--- src/rtl/add_approx_pkg.sv ---
// Shared widths, result type and legal approximation range for the approximate add/sub family.
package add_approx_pkg;
  localparam int OP_W        = 8;
  localparam int RES_W       = 9;
  localparam int STAGE_SPLIT = 4;
  localparam int APPROX_MAX  = 4;

  typedef logic [RES_W-1:0] res_t;
endpackage

--- src/rtl/sub8u_approx_pipe_if.sv ---
// Operand/result handshake bundle for sub8u_approx_pipe; master drives operands and result ready.
interface sub8u_approx_pipe_if;
  import add_approx_pkg::*;

  logic            in_valid;
  logic            in_ready;
  logic [OP_W-1:0] in_a;
  logic [OP_W-1:0] in_b;
  logic            out_valid;
  logic            out_ready;
  res_t            out_d;
  logic            out_err;

  modport master (
    output in_valid, in_a, in_b, out_ready,
    input  in_ready, out_valid, out_d, out_err
  );

  modport slave (
    input  in_valid, in_a, in_b, out_ready,
    output in_ready, out_valid, out_d, out_err
  );
endinterface

--- src/rtl/sub4_approx_slice.sv ---
// Combinational 4-bit subtract slice: the low APPROX bits are A^B with no borrow chain, the rest ripple.
// Zero latency; no handshake.
module sub4_approx_slice
  import add_approx_pkg::*;
#(
  parameter int APPROX = 0
) (
  input  logic [STAGE_SPLIT-1:0] a,
  input  logic [STAGE_SPLIT-1:0] b,
  input  logic                   bin,
  output logic [STAGE_SPLIT-1:0] d,
  output logic                   bout
);
  always_comb begin : ripple
    logic bw;
    bw = bin;
    d  = '0;
    for (int i = 0; i < STAGE_SPLIT; i++) begin
      if (i < APPROX) begin
        d[i] = a[i] ^ b[i];
        // the borrow entering the first exact bit is defined as zero
        bw   = 1'b0;
      end else begin
        d[i] = a[i] ^ b[i] ^ bw;
        bw   = (~a[i] & b[i]) | (~(a[i] ^ b[i]) & bw);
      end
    end
    bout = bw;
  end
endmodule

--- src/rtl/sub8u_approx_pipe.sv ---
// Two-stage approximate 8-bit subtractor with exact-result error flag; 2 register stages, 1 result/cycle.
// Backpressure: in_ready is combinational from out_ready through the stage-advance chain, no skid buffer.
module sub8u_approx_pipe
  import add_approx_pkg::*;
#(
  parameter int APPROX_BITS = 2,
  parameter int WIDTH       = OP_W
) (
  input logic                clk,
  input logic                rst_n,
  sub8u_approx_pipe_if.slave io
);
  localparam int HI_W = OP_W - STAGE_SPLIT;

  if (APPROX_BITS < 0 || APPROX_BITS > APPROX_MAX || WIDTH != OP_W || HI_W != STAGE_SPLIT) begin : g_bad_param
    $error("sub8u_approx_pipe: unsupported APPROX_BITS or WIDTH");
  end

  logic                   s1_valid;
  logic                   s2_valid;
  logic                   s1_adv;
  logic                   s2_adv;
  logic [STAGE_SPLIT-1:0] s1_d_lo;
  logic [STAGE_SPLIT-1:0] s1_x_lo;
  logic                   s1_bout;
  logic                   s1_bx;
  logic [HI_W-1:0]        s1_a_hi;
  logic [HI_W-1:0]        s1_b_hi;
  res_t                   s2_d;
  logic                   s2_err;

  logic [STAGE_SPLIT-1:0] lo_d;
  logic                   lo_bout;
  logic [STAGE_SPLIT:0]   lo_exact;
  logic [HI_W-1:0]        hi_d;
  logic                   hi_bout;
  logic [HI_W:0]          hi_exact;
  res_t                   approx_res;
  res_t                   exact_res;
  logic                   err_nxt;

  assign s2_adv      = !s2_valid || io.out_ready;
  assign s1_adv      = !s1_valid || s2_adv;
  assign io.in_ready = s1_adv;

  assign io.out_valid = s2_valid;
  assign io.out_d     = s2_d;
  assign io.out_err   = s2_err;

  sub4_approx_slice #(.APPROX(APPROX_BITS)) u_lo (
    .a    (io.in_a[STAGE_SPLIT-1:0]),
    .b    (io.in_b[STAGE_SPLIT-1:0]),
    .bin  (1'b0),
    .d    (lo_d),
    .bout (lo_bout)
  );

  assign lo_exact = {1'b0, io.in_a[STAGE_SPLIT-1:0]} - {1'b0, io.in_b[STAGE_SPLIT-1:0]};

  sub4_approx_slice #(.APPROX(0)) u_hi (
    .a    (s1_a_hi),
    .b    (s1_b_hi),
    .bin  (s1_bout),
    .d    (hi_d),
    .bout (hi_bout)
  );

  // MSB of the 5-bit difference is the exact borrow out of bit 7
  assign hi_exact   = {1'b0, s1_a_hi} - {1'b0, s1_b_hi} - {{HI_W{1'b0}}, s1_bx};
  assign approx_res = {hi_bout, hi_d, s1_d_lo};
  assign exact_res  = {hi_exact, s1_x_lo};
  assign err_nxt    = (APPROX_BITS != 0) && (approx_res != exact_res);

  always_ff @(posedge clk or negedge rst_n) begin
    if (!rst_n) begin
      s1_valid <= 1'b0;
      s1_d_lo  <= '0;
      s1_x_lo  <= '0;
      s1_bout  <= 1'b0;
      s1_bx    <= 1'b0;
      s1_a_hi  <= '0;
      s1_b_hi  <= '0;
    end else if (s1_adv) begin
      s1_valid <= io.in_valid;
      if (io.in_valid) begin
        s1_d_lo <= lo_d;
        s1_bout <= lo_bout;
        s1_x_lo <= lo_exact[STAGE_SPLIT-1:0];
        s1_bx   <= lo_exact[STAGE_SPLIT];
        s1_a_hi <= io.in_a[OP_W-1:STAGE_SPLIT];
        s1_b_hi <= io.in_b[OP_W-1:STAGE_SPLIT];
      end
    end
  end

  always_ff @(posedge clk or negedge rst_n) begin
    if (!rst_n) begin
      s2_valid <= 1'b0;
      s2_d     <= '0;
      s2_err   <= 1'b0;
    end else if (s2_adv) begin
      s2_valid <= s1_valid;
      if (s1_valid) begin
        s2_d   <= approx_res;
        s2_err <= err_nxt;
      end
    end
  end
endmodule

--- src/flat_wrapper.sv ---
// flat-port wrapper written by rule: the top's interface ports become plain ports
module sub8u_approx_pipe_flat import add_approx_pkg::*;
#(
  parameter int APPROX_BITS = 2,
  parameter int WIDTH       = OP_W
)
  (clk, rst_n, io_in_valid, io_in_a, io_in_b, io_out_ready, io_in_ready, io_out_valid, io_out_d, io_out_err);
  sub8u_approx_pipe_if io_i ();
  input logic clk;
  input logic rst_n;
  input wire logic [$bits(io_i.in_valid)-1:0] io_in_valid;
  input wire logic [$bits(io_i.in_a)-1:0] io_in_a;
  input wire logic [$bits(io_i.in_b)-1:0] io_in_b;
  input wire logic [$bits(io_i.out_ready)-1:0] io_out_ready;
  output wire logic [$bits(io_i.in_ready)-1:0] io_in_ready;
  output wire logic [$bits(io_i.out_valid)-1:0] io_out_valid;
  output wire logic [$bits(io_i.out_d)-1:0] io_out_d;
  output wire logic [$bits(io_i.out_err)-1:0] io_out_err;
  assign io_i.in_valid = io_in_valid;
  assign io_i.in_a = io_in_a;
  assign io_i.in_b = io_in_b;
  assign io_i.out_ready = io_out_ready;
  assign io_in_ready = io_i.in_ready;
  assign io_out_valid = io_i.out_valid;
  assign io_out_d = io_i.out_d;
  assign io_out_err = io_i.out_err;
  sub8u_approx_pipe #(.APPROX_BITS(APPROX_BITS), .WIDTH(WIDTH)) u_core (.clk(clk), .rst_n(rst_n), .io(io_i));
endmodule
--- config.mk ---
export PLATFORM = sky130hd
export DESIGN_NAME = sub8u_approx_pipe_flat
export DESIGN_NICKNAME = d
export VERILOG_FILES = /design/src/rtl/add_approx_pkg.sv /design/src/rtl/sub8u_approx_pipe_if.sv /design/src/rtl/sub4_approx_slice.sv /design/src/rtl/sub8u_approx_pipe.sv /design/src/flat_wrapper.sv
export SDC_FILE = /design/constraint.sdc
export NUM_CORES = 1
export LEC_CHECK = 0
export ABC_AREA = 1
export CORE_ASPECT_RATIO = 1.25
export CORE_MARGIN = 1
export CORE_UTILIZATION = 49
export CTS_BUF_LIST = sky130_fd_sc_hd__clkbuf_4
export CTS_CLUSTER_DIAMETER = 200
export DETAILED_ROUTE_END_ITERATION = 8
export PLACE_DENSITY = 0.84
export SETUP_SLACK_MARGIN = 0.4
export SKIP_CTS_REPAIR_TIMING = 1
export SLEW_MARGIN = 0
export SYNTH_ARGS = -nofsm -noshare
export SYNTH_HDL_FRONTEND = slang
export SYNTH_SLANG_ARGS = --single-unit
export TNS_END_PERCENT = 20
--- constraint.sdc ---
create_clock -name clk -period 2.7 [get_ports clk]
set_clock_uncertainty 0.2 [all_clocks]
set_input_delay 0.54 -clock clk [delete_from_list [all_inputs] [get_ports clk]]
set_output_delay 0.54 -clock clk [all_outputs]
set_load 0.05 [all_outputs]
Word level (Yosys, flattened, before mapping)
Cells that the tools add are included.
{"block": "classes", "addsub": 3, "bitwise": 40, "n_reduce_logical": 6, "eq_ne": 1}
{"operator": "$xor A1 B1 Y1", "count": 13}
{"operator": "$and A1 B1 Y1", "count": 11}
{"operator": "$not A1 Y1", "count": 11}
{"operator": "$sub A4 B4 Y5", "count": 2}
{"operator": "$ne A9 B9 Y1", "count": 1}
{"operator": "$or A1 B1 Y1", "count": 5}
{"operator": "$sub A5 B1 Y5", "count": 1}
{"operator": "$reduce_and A2 Y1", "count": 2}
{"operator": "$logic_not A1 Y1", "count": 2}
{"operator": "$logic_or A1 B1 Y1", "count": 2}
{"block": "totals", "input_bits": 20, "elab_cells": 60, "register_bits": 30, "out_inout_bits": 12}

Depth between registers and ports, before layout
{"block": "logic_depth", "word_depth": 11, "depth_mapped": 16, "ltp_nobuf": 16}

Hierarchy
A second synthesis with hierarchy kept.
{"block": "hier_totals", "cells_unflattened": 246, "area_unflattened_um2": 1936.9}
{"module": "sub8u_approx_pipe", "seq_area_each_um2": 750.7, "n_inst": 1, "area_per_inst_um2": 1730.4, "cells_per_inst": 215}
{"module": "sub4_approx_slice (u_core.u_hi)", "seq_area_each_um2": 0.0, "n_inst": 1, "area_per_inst_um2": 117.6, "cells_per_inst": 14}
{"module": "sub4_approx_slice (u_core.u_lo)", "seq_area_each_um2": 0.0, "n_inst": 1, "area_per_inst_um2": 88.8, "cells_per_inst": 17}

Worst setup path after synthesis
Ideal clock, no wire load.
{"block": "synth_timing", "path_kind": "register to register", "start": "register u_core.s1_b_hi[0]", "end": "register u_core.s2_err, in the netlist u_core.io.out_err", "t_arrival_ns": 2.393, "required_time_ns": 2.378, "stages_incl_launch_ff": 13, "slack_ns": -0.015, "period_less_slack_ns": 2.715, "setup_time_ns": 0.122, "cell_sequence": "dfrtp_1 > fa_1 > inv_1 > ha_1 > or2_2 > fa_1 > inv_1 > nand2_1 > nand2_1 > nor2_1 > nand3_1 > nor2_1 > a21oi_1"}
{"block": "synth_via", "elab_chain_len": 11}
{"item": "start: declaration", "line": "sub8u_approx_pipe.sv:28", "source": "logic [HI_W-1:0] s1_b_hi;"}
{"item": "start signal: assignment", "line": "sub8u_approx_pipe.sv:91", "source": "s1_b_hi <= io.in_b[OP_W-1:STAGE_SPLIT];"}
{"item": "$xor A1 B1 Y1", "line": "sub4_approx_slice.sv:24, sub4_approx_slice.sv:25"}
{"item": "$not A1 Y1", "line": "sub4_approx_slice.sv:25", "source": "bw = (~a[i] & b[i]) | (~(a[i] ^ b[i]) & bw);"}
{"item": "$and A1 B1 Y1", "line": "sub4_approx_slice.sv:25"}
{"item": "$or A1 B1 Y1", "line": "sub4_approx_slice.sv:25"}
{"item": "$and A1 B1 Y1", "line": "sub4_approx_slice.sv:25"}
{"item": "$or A1 B1 Y1", "line": "sub4_approx_slice.sv:25"}
{"item": "$and A1 B1 Y1", "line": "sub4_approx_slice.sv:25"}
{"item": "$or A1 B1 Y1", "line": "sub4_approx_slice.sv:25"}
{"item": "$and A1 B1 Y1", "line": "sub4_approx_slice.sv:25"}
{"item": "$or A1 B1 Y1", "line": "sub4_approx_slice.sv:25"}
{"item": "$ne A9 B9 Y1 (*)", "line": "sub8u_approx_pipe.sv:72", "source": "assign err_nxt = (APPROX_BITS != 0) && (approx_res != exact_res);"}
{"item": "end signal: assignment", "line": "sub8u_approx_pipe.sv:105", "source": "s2_err <= err_nxt;"}
{"item": "end: declaration", "line": "sub8u_approx_pipe.sv:30", "source": "logic s2_err;"}
Mark *: on every way between the ends. The rest lies on a longest branch, timed or not.
A chain may end at the register's enable or synchronous reset.

Worst setup path after layout
{"block": "layout_timing", "start": "register u_core.s1_a_hi[0]", "end": "register u_core.s2_err, in the netlist u_core.io.out_err"}
{"block": "layout_via", "elab_chain_len": 11}
{"item": "start: declaration", "line": "sub8u_approx_pipe.sv:27", "source": "logic [HI_W-1:0] s1_a_hi;"}
{"item": "start signal: assignment", "line": "sub8u_approx_pipe.sv:90", "source": "s1_a_hi <= io.in_a[OP_W-1:STAGE_SPLIT];"}
{"item": "$xor A1 B1 Y1", "line": "sub4_approx_slice.sv:24, sub4_approx_slice.sv:25"}
{"item": "$not A1 Y1", "line": "sub4_approx_slice.sv:25"}
{"item": "$and A1 B1 Y1", "line": "sub4_approx_slice.sv:25"}
{"item": "$or A1 B1 Y1", "line": "sub4_approx_slice.sv:25"}
{"item": "$and A1 B1 Y1", "line": "sub4_approx_slice.sv:25"}
{"item": "$or A1 B1 Y1", "line": "sub4_approx_slice.sv:25"}
{"item": "$and A1 B1 Y1", "line": "sub4_approx_slice.sv:25"}
{"item": "$or A1 B1 Y1", "line": "sub4_approx_slice.sv:25"}
{"item": "$and A1 B1 Y1", "line": "sub4_approx_slice.sv:25"}
{"item": "$or A1 B1 Y1", "line": "sub4_approx_slice.sv:25"}
{"item": "$ne A9 B9 Y1 (*)", "line": "sub8u_approx_pipe.sv:72"}
Marks and branches as above.

==> report_table.html <==
<table>
<tr><th>Metric</th><th>Value</th></tr>
<tr><th colspan="2">Run status</th></tr>
<tr><td>Run status</td><td>finished with violations</td></tr>
<tr><td>Violations in the final reports</td><td>design-rule violations, negative setup slack</td></tr>
<tr><th colspan="2">Power</th></tr>
<tr><td>Pwr dens</td><td>853 nW/um^2</td></tr>
<tr><td>Cell internal power dissipation</td><td>1100 uW</td></tr>
<tr><td>Maximum vdd drop</td><td>0.000604 V</td></tr>
<tr><td>Proportion of power drawn by the clock network</td><td>0.188</td></tr>
<tr><td>Fraction of power spent switching nets</td><td>0.421</td></tr>
<tr><td>Relative contribution of combinational cells to total power</td><td>0.490</td></tr>
<tr><td>Part of the total power dissipated in sequential elements</td><td>0.322</td></tr>
<tr><td>Leakage power</td><td>0.00116 uW</td></tr>
<tr><td>Switching power</td><td>797 uW</td></tr>
<tr><td>Power, Total</td><td>1890 uW</td></tr>
<tr><th colspan="2">Critical path</th></tr>
<tr><td>Critical Path Sink Type</td><td>register</td></tr>
<tr><td>Setup slack, reg-to-reg</td><td>-70 ps</td></tr>
<tr><td>Slowest stage cell, crit path</td><td>sky130_fd_sc_hd__fa_1</td></tr>
<tr><td>Peak per-stage delay on the critical path</td><td>430 ps</td></tr>
<tr><td>Worst endpoint required time</td><td>2730 ps</td></tr>
<tr><td>Type of the worst setup path</td><td>register to register</td></tr>
<tr><td>CP Cell Sequence</td><td>inv_2 &gt; fa_2 &gt; inv_1 &gt; fa_2 &gt; fa_2 &gt; inv_2 &gt; fa_1 &gt; inv_1 &gt; nand2_1 &gt; nand2_1 &gt; nand3_1 &gt; nand2_1 &gt; inv_1 &gt; nor2_1 &gt; a21oi_1</td></tr>
<tr><td>Kind of launch point of the worst setup path</td><td>register</td></tr>
<tr><td>Peak fanout along the critical path</td><td>3</td></tr>
<tr><td>Arrival time of the worst setup path</td><td>2790 ps</td></tr>
<tr><td>R2R depth</td><td>15</td></tr>
<tr><th colspan="2">Routing</th></tr>
<tr><td>Number of vias after detailed routing</td><td>1,402</td></tr>
<tr><td>Remaining antenna violation count after routing</td><td>0</td></tr>
<tr><td>Routed via count divided by cell count</td><td>4.87</td></tr>
<tr><td>First-pass iteration count of the detailed router</td><td>6</td></tr>
<tr><td>First-iteration detailed-routing DRC count</td><td>38</td></tr>
<tr><td>Routed wire length per instance</td><td>11.2 um</td></tr>
<tr><td>Number of DRC violations after detailed routing</td><td>2</td></tr>
<tr><td>Final Routed Wirelength</td><td>3230 um</td></tr>
<tr><th colspan="2">CTS</th></tr>
<tr><td>Clk Latency, worst-skew pair</td><td>340 ps</td></tr>
<tr><td>CTS clock-pin slew for the worst setup and hold paths</td><td>90 ps</td></tr>
<tr><td>CTS H-Tree Depth</td><td>2</td></tr>
<tr><td>CTS tree</td><td>yes</td></tr>
<tr><td>CTS buffer count</td><td>5</td></tr>
<tr><td>Maximum clock path buffer count</td><td>2</td></tr>
<tr><td>CTS Root Buffer Type</td><td>sky130_fd_sc_hd__clkbuf_4</td></tr>
<tr><td>Total number of clock tree sinks</td><td>29</td></tr>
<tr><th colspan="2">Global route</th></tr>
<tr><td>Number of antenna violations at the first check in global routing</td><td>0</td></tr>
<tr><td>Number of global-route vias before repair</td><td>1,403</td></tr>
<tr><td>Largest net degree at the start of global routing</td><td>30</td></tr>
<tr><td>Wire length of the first global-routing pass</td><td>5820 um</td></tr>
<tr><td>Overall fraction of global-route tracks in use</td><td>0.197</td></tr>
<tr><td>Grt total ovfl</td><td>0</td></tr>
<tr><th colspan="2">STA</th></tr>
<tr><td>Total setup violations reported at the end of the flow</td><td>1</td></tr>
<tr><td>Final clock period utilization by the worst path</td><td>1.02</td></tr>
<tr><td>Fmax</td><td>0.362 GHz</td></tr>
<tr><td>Number of pins with negative max-slew slack in the final report</td><td>0</td></tr>
<tr><td>Unrepaired setup endpoints after global routing</td><td>true</td></tr>
<tr><td>Max_slew headroom</td><td>0.662</td></tr>
<tr><td>PnR worst setup slack</td><td>-65.9 ps</td></tr>
<tr><td>Min Clock Period, post-route</td><td>2770 ps</td></tr>
<tr><td>Final Hold Violating Endpoints</td><td>0</td></tr>
<tr><td>Worst Tran Pin Value</td><td>506 ps</td></tr>
<tr><th colspan="2">Placed design</th></tr>
<tr><td>Port bufs</td><td>31</td></tr>
<tr><td>Number of placed instances with taps included</td><td>278</td></tr>
<tr><td>Global placement routability congestion</td><td>0.829</td></tr>
<tr><td>Cell Area, Placed</td><td>2110 um^2</td></tr>
<tr><td>Half-perimeter wire length after placement</td><td>2530 um</td></tr>
<tr><th colspan="2">Layout</th></tr>
<tr><td>Proportion of layout cells with a drive suffix above 1</td><td>0.129</td></tr>
<tr><td>Area added between synthesis and finish</td><td>25.7%</td></tr>
<tr><td>N_diodes</td><td>0</td></tr>
<tr><td>Final std cell area, no fill</td><td>2220 um^2</td></tr>
<tr><td>Net count, final</td><td>288</td></tr>
<tr><td>Count of placed standard cells in the final layout, fillers left out</td><td>288</td></tr>
<tr><th colspan="2">Logic synthesis</th></tr>
<tr><td>Netlist area before placement</td><td>1760 um^2</td></tr>
<tr><td>Yosys Warn Count</td><td>0</td></tr>
<tr><td>Post-Syn Area per Cell</td><td>8.40 um^2</td></tr>
<tr><td>Largest area contributor in the synthesized netlist</td><td>sky130_fd_sc_hd__dfrtp_1</td></tr>
<tr><td>Synth Instances</td><td>210</td></tr>
<tr><td>Area share of the largest cell type after synthesis</td><td>0.411</td></tr>
<tr><td>Number of enable flip-flop cells after synthesis</td><td>0</td></tr>
<tr><td>Sequential cell area fraction in the yosys report</td><td>0.411</td></tr>
<tr><td>Predominant post-synthesis flop cell</td><td>sky130_fd_sc_hd__dfrtp_1</td></tr>
<tr><td>Flops &amp; latches, synth</td><td>29</td></tr>
<tr><td>Async set or reset register ratio after synthesis</td><td>1.00</td></tr>
<tr><td>Synth cell types</td><td>21</td></tr>
<tr><td>Top post-synthesis cells by area</td><td>sky130_fd_sc_hd__dfrtp_1, sky130_fd_sc_hd__nand2_1, sky130_fd_sc_hd__fa_1</td></tr>
<tr><td>Syn nets</td><td>250</td></tr>
<tr><th colspan="2">Floorplanning</th></tr>
<tr><td>Initial core utilization</td><td>0.511</td></tr>
<tr><td>DIE AREA</td><td>3850 um^2</td></tr>
<tr><td># rows</td><td>24</td></tr>
<tr><td>Top-Level Pins</td><td>32</td></tr>
<tr><td>Std-Cell Core Area</td><td>3450 um^2</td></tr>
<tr><td>Die boundary height</td><td>69.1 um</td></tr>
<tr><td>Horizontal die dimension</td><td>55.7 um</td></tr>
<tr><th colspan="2">Flow run</th></tr>
<tr><td>Max-cap check violation count</td><td>0</td></tr>
<tr><th colspan="2">Hold path</th></tr>
<tr><td>Number of instances on the worst hold path</td><td>2</td></tr>
<tr><td>Type of the most critical hold path</td><td>register to register</td></tr>
</table>
-- worst max-delay path, delay by kind of cell, from the launching register on --
family          cells  cell delay (ps)
flops               1              390
compound gates      1               70
fa+ha+maj           4             1300
simple gates        5              350
buf+inv             5              330
-- cells in the final DEF, fill, tap and decap left out --
cell | synthesis | routed
sky130_fd_sc_hd__xor2_1 | 1 | 1
sky130_fd_sc_hd__nand3b_1 | 1 | 1
sky130_fd_sc_hd__nand2_2 | 6 | 6
sky130_fd_sc_hd__o21ai_0 | 10 | 9
sky130_fd_sc_hd__fa_2 | 0 | 4
sky130_fd_sc_hd__clkinv_1 | 0 | 1
sky130_fd_sc_hd__a21oi_1 | 3 | 3
sky130_fd_sc_hd__inv_1 | 39 | 36
sky130_fd_sc_hd__clkdlybuf4s50_1 | 0 | 27
sky130_fd_sc_hd__buf_12 | 1 | 1
sky130_fd_sc_hd__ha_2 | 0 | 1
sky130_fd_sc_hd__nand3_1 | 5 | 5
sky130_fd_sc_hd__bufinv_16 | 0 | 1
sky130_fd_sc_hd__fa_1 | 8 | 4
sky130_fd_sc_hd__nand3_2 | 1 | 1
sky130_fd_sc_hd__xnor2_1 | 2 | 2
sky130_fd_sc_hd__nand2_1 | 66 | 66
sky130_fd_sc_hd__dfrtp_2 | 0 | 1
sky130_fd_sc_hd__o21ai_2 | 2 | 2
sky130_fd_sc_hd__dfrtp_1 | 29 | 28
sky130_fd_sc_hd__clkbuf_4 | 0 | 6
sky130_fd_sc_hd__nor2_1 | 6 | 6
sky130_fd_sc_hd__dlymetal6s2s_1 | 0 | 3
sky130_fd_sc_hd__or2_4 | 0 | 1
sky130_fd_sc_hd__buf_4 | 0 | 4
sky130_fd_sc_hd__o21ai_1 | 13 | 14
sky130_fd_sc_hd__inv_2 | 1 | 4
sky130_fd_sc_hd__ha_1 | 12 | 11
-- path summary, 6_finish.rpt --
| path | startpoint | to |
|---|---|---|
| max in group asynchronous | rst_n | u_core.s1_b_hi[0] |
| setup / recovery | u_core.s1_a_hi[0] | u_core.io.out_err |
| setup reg to reg | u_core.s1_a_hi[0] | u_core.io.out_err |
| hold / removal | u_core.io.out_d[6] | u_core.io.out_d[6] |
| min in group asynchronous | rst_n | u_core.s1_x_lo[1] |
| hold reg to reg | u_core.io.out_d[6] | u_core.io.out_d[6] |
-- per-stage QoR --
step	worst slack (ps)	util	hold slack (ps)	setup TNS, ps
CTS	-91.1	0.635	292	-91.1
detailed placement	-80.1	0.612	272	-80.1
floorplan	102	-	44.4	0
global route	-225	0.642	319	-225
global placement	9.66	0.612	265	0
finish	-65.9	0.642	284	-65.9
-- synthesized netlist by cell type (2+ instances only) --
master                    number
sky130_fd_sc_hd__nand3_1       5
sky130_fd_sc_hd__o21ai_0      10
sky130_fd_sc_hd__nand2_1      66
sky130_fd_sc_hd__nor2_1        6
sky130_fd_sc_hd__nand2_2       6
sky130_fd_sc_hd__ha_1         12
sky130_fd_sc_hd__o21ai_2       2
sky130_fd_sc_hd__xnor2_1       2
sky130_fd_sc_hd__dfrtp_1      29
sky130_fd_sc_hd__buf_6         2
sky130_fd_sc_hd__inv_1        39
sky130_fd_sc_hd__a21oi_1       3
sky130_fd_sc_hd__o21ai_1      13
sky130_fd_sc_hd__fa_1          8
-- power by group through the flow --
stage	combinational (uW)	sequential, uW	clock (uW)
2_1_floorplan	458	814	0
3_3_place_gp	888	614	0
3_5_place_dp	917	618	0
4_1_cts	918	611	364
5_1_grt	1040	625	384
6_report	927	610	356
-- final cells by class --
type | count | area [um^2]
clock buffers | 6 | 45.0
clock inverters | 2 | 33.8
fillers | 283 | 1230
inverters | 40 | 150
multi-input cells | 137 | 856
flip-flops and latches | 29 | 727
well taps | 39 | 48.8
repair buffers | 35 | 358
-- metal layers --
metal	vias to the layer above	GRT usage	share of wire
li1	714	-	-
met1	655	0.223	0.41
met2	25	0.333	0.53
met3	8	0.0507	0.028
met4	0	0.108	0.031
met5	-	0	0
-- cells by family after synthesis --
kind of cell	Yosys count	share of synthesized area
AOI/OAI and AO/OA	28	0.0837
xor gates and xnor gates	3	0.0149
adders and majority gates	20	0.176
buffers and inverters	44	0.112
DFF	29	0.411
and+or+nand+nor	86	0.202
-- flip-flops by register name (all words and copies together), names as in the netlist, 3 cells and up --
| name | cells |
|---|---|
| u_core.s1_d_lo | 3 |
| u_core.s1_x_lo | 4 |
| u_core.s1_a_hi | 4 |
| u_core.s1_b_hi | 4 |
| u_core.io.out_d | 9 |
No activity file was read; power rests on OpenSTA's default activity.
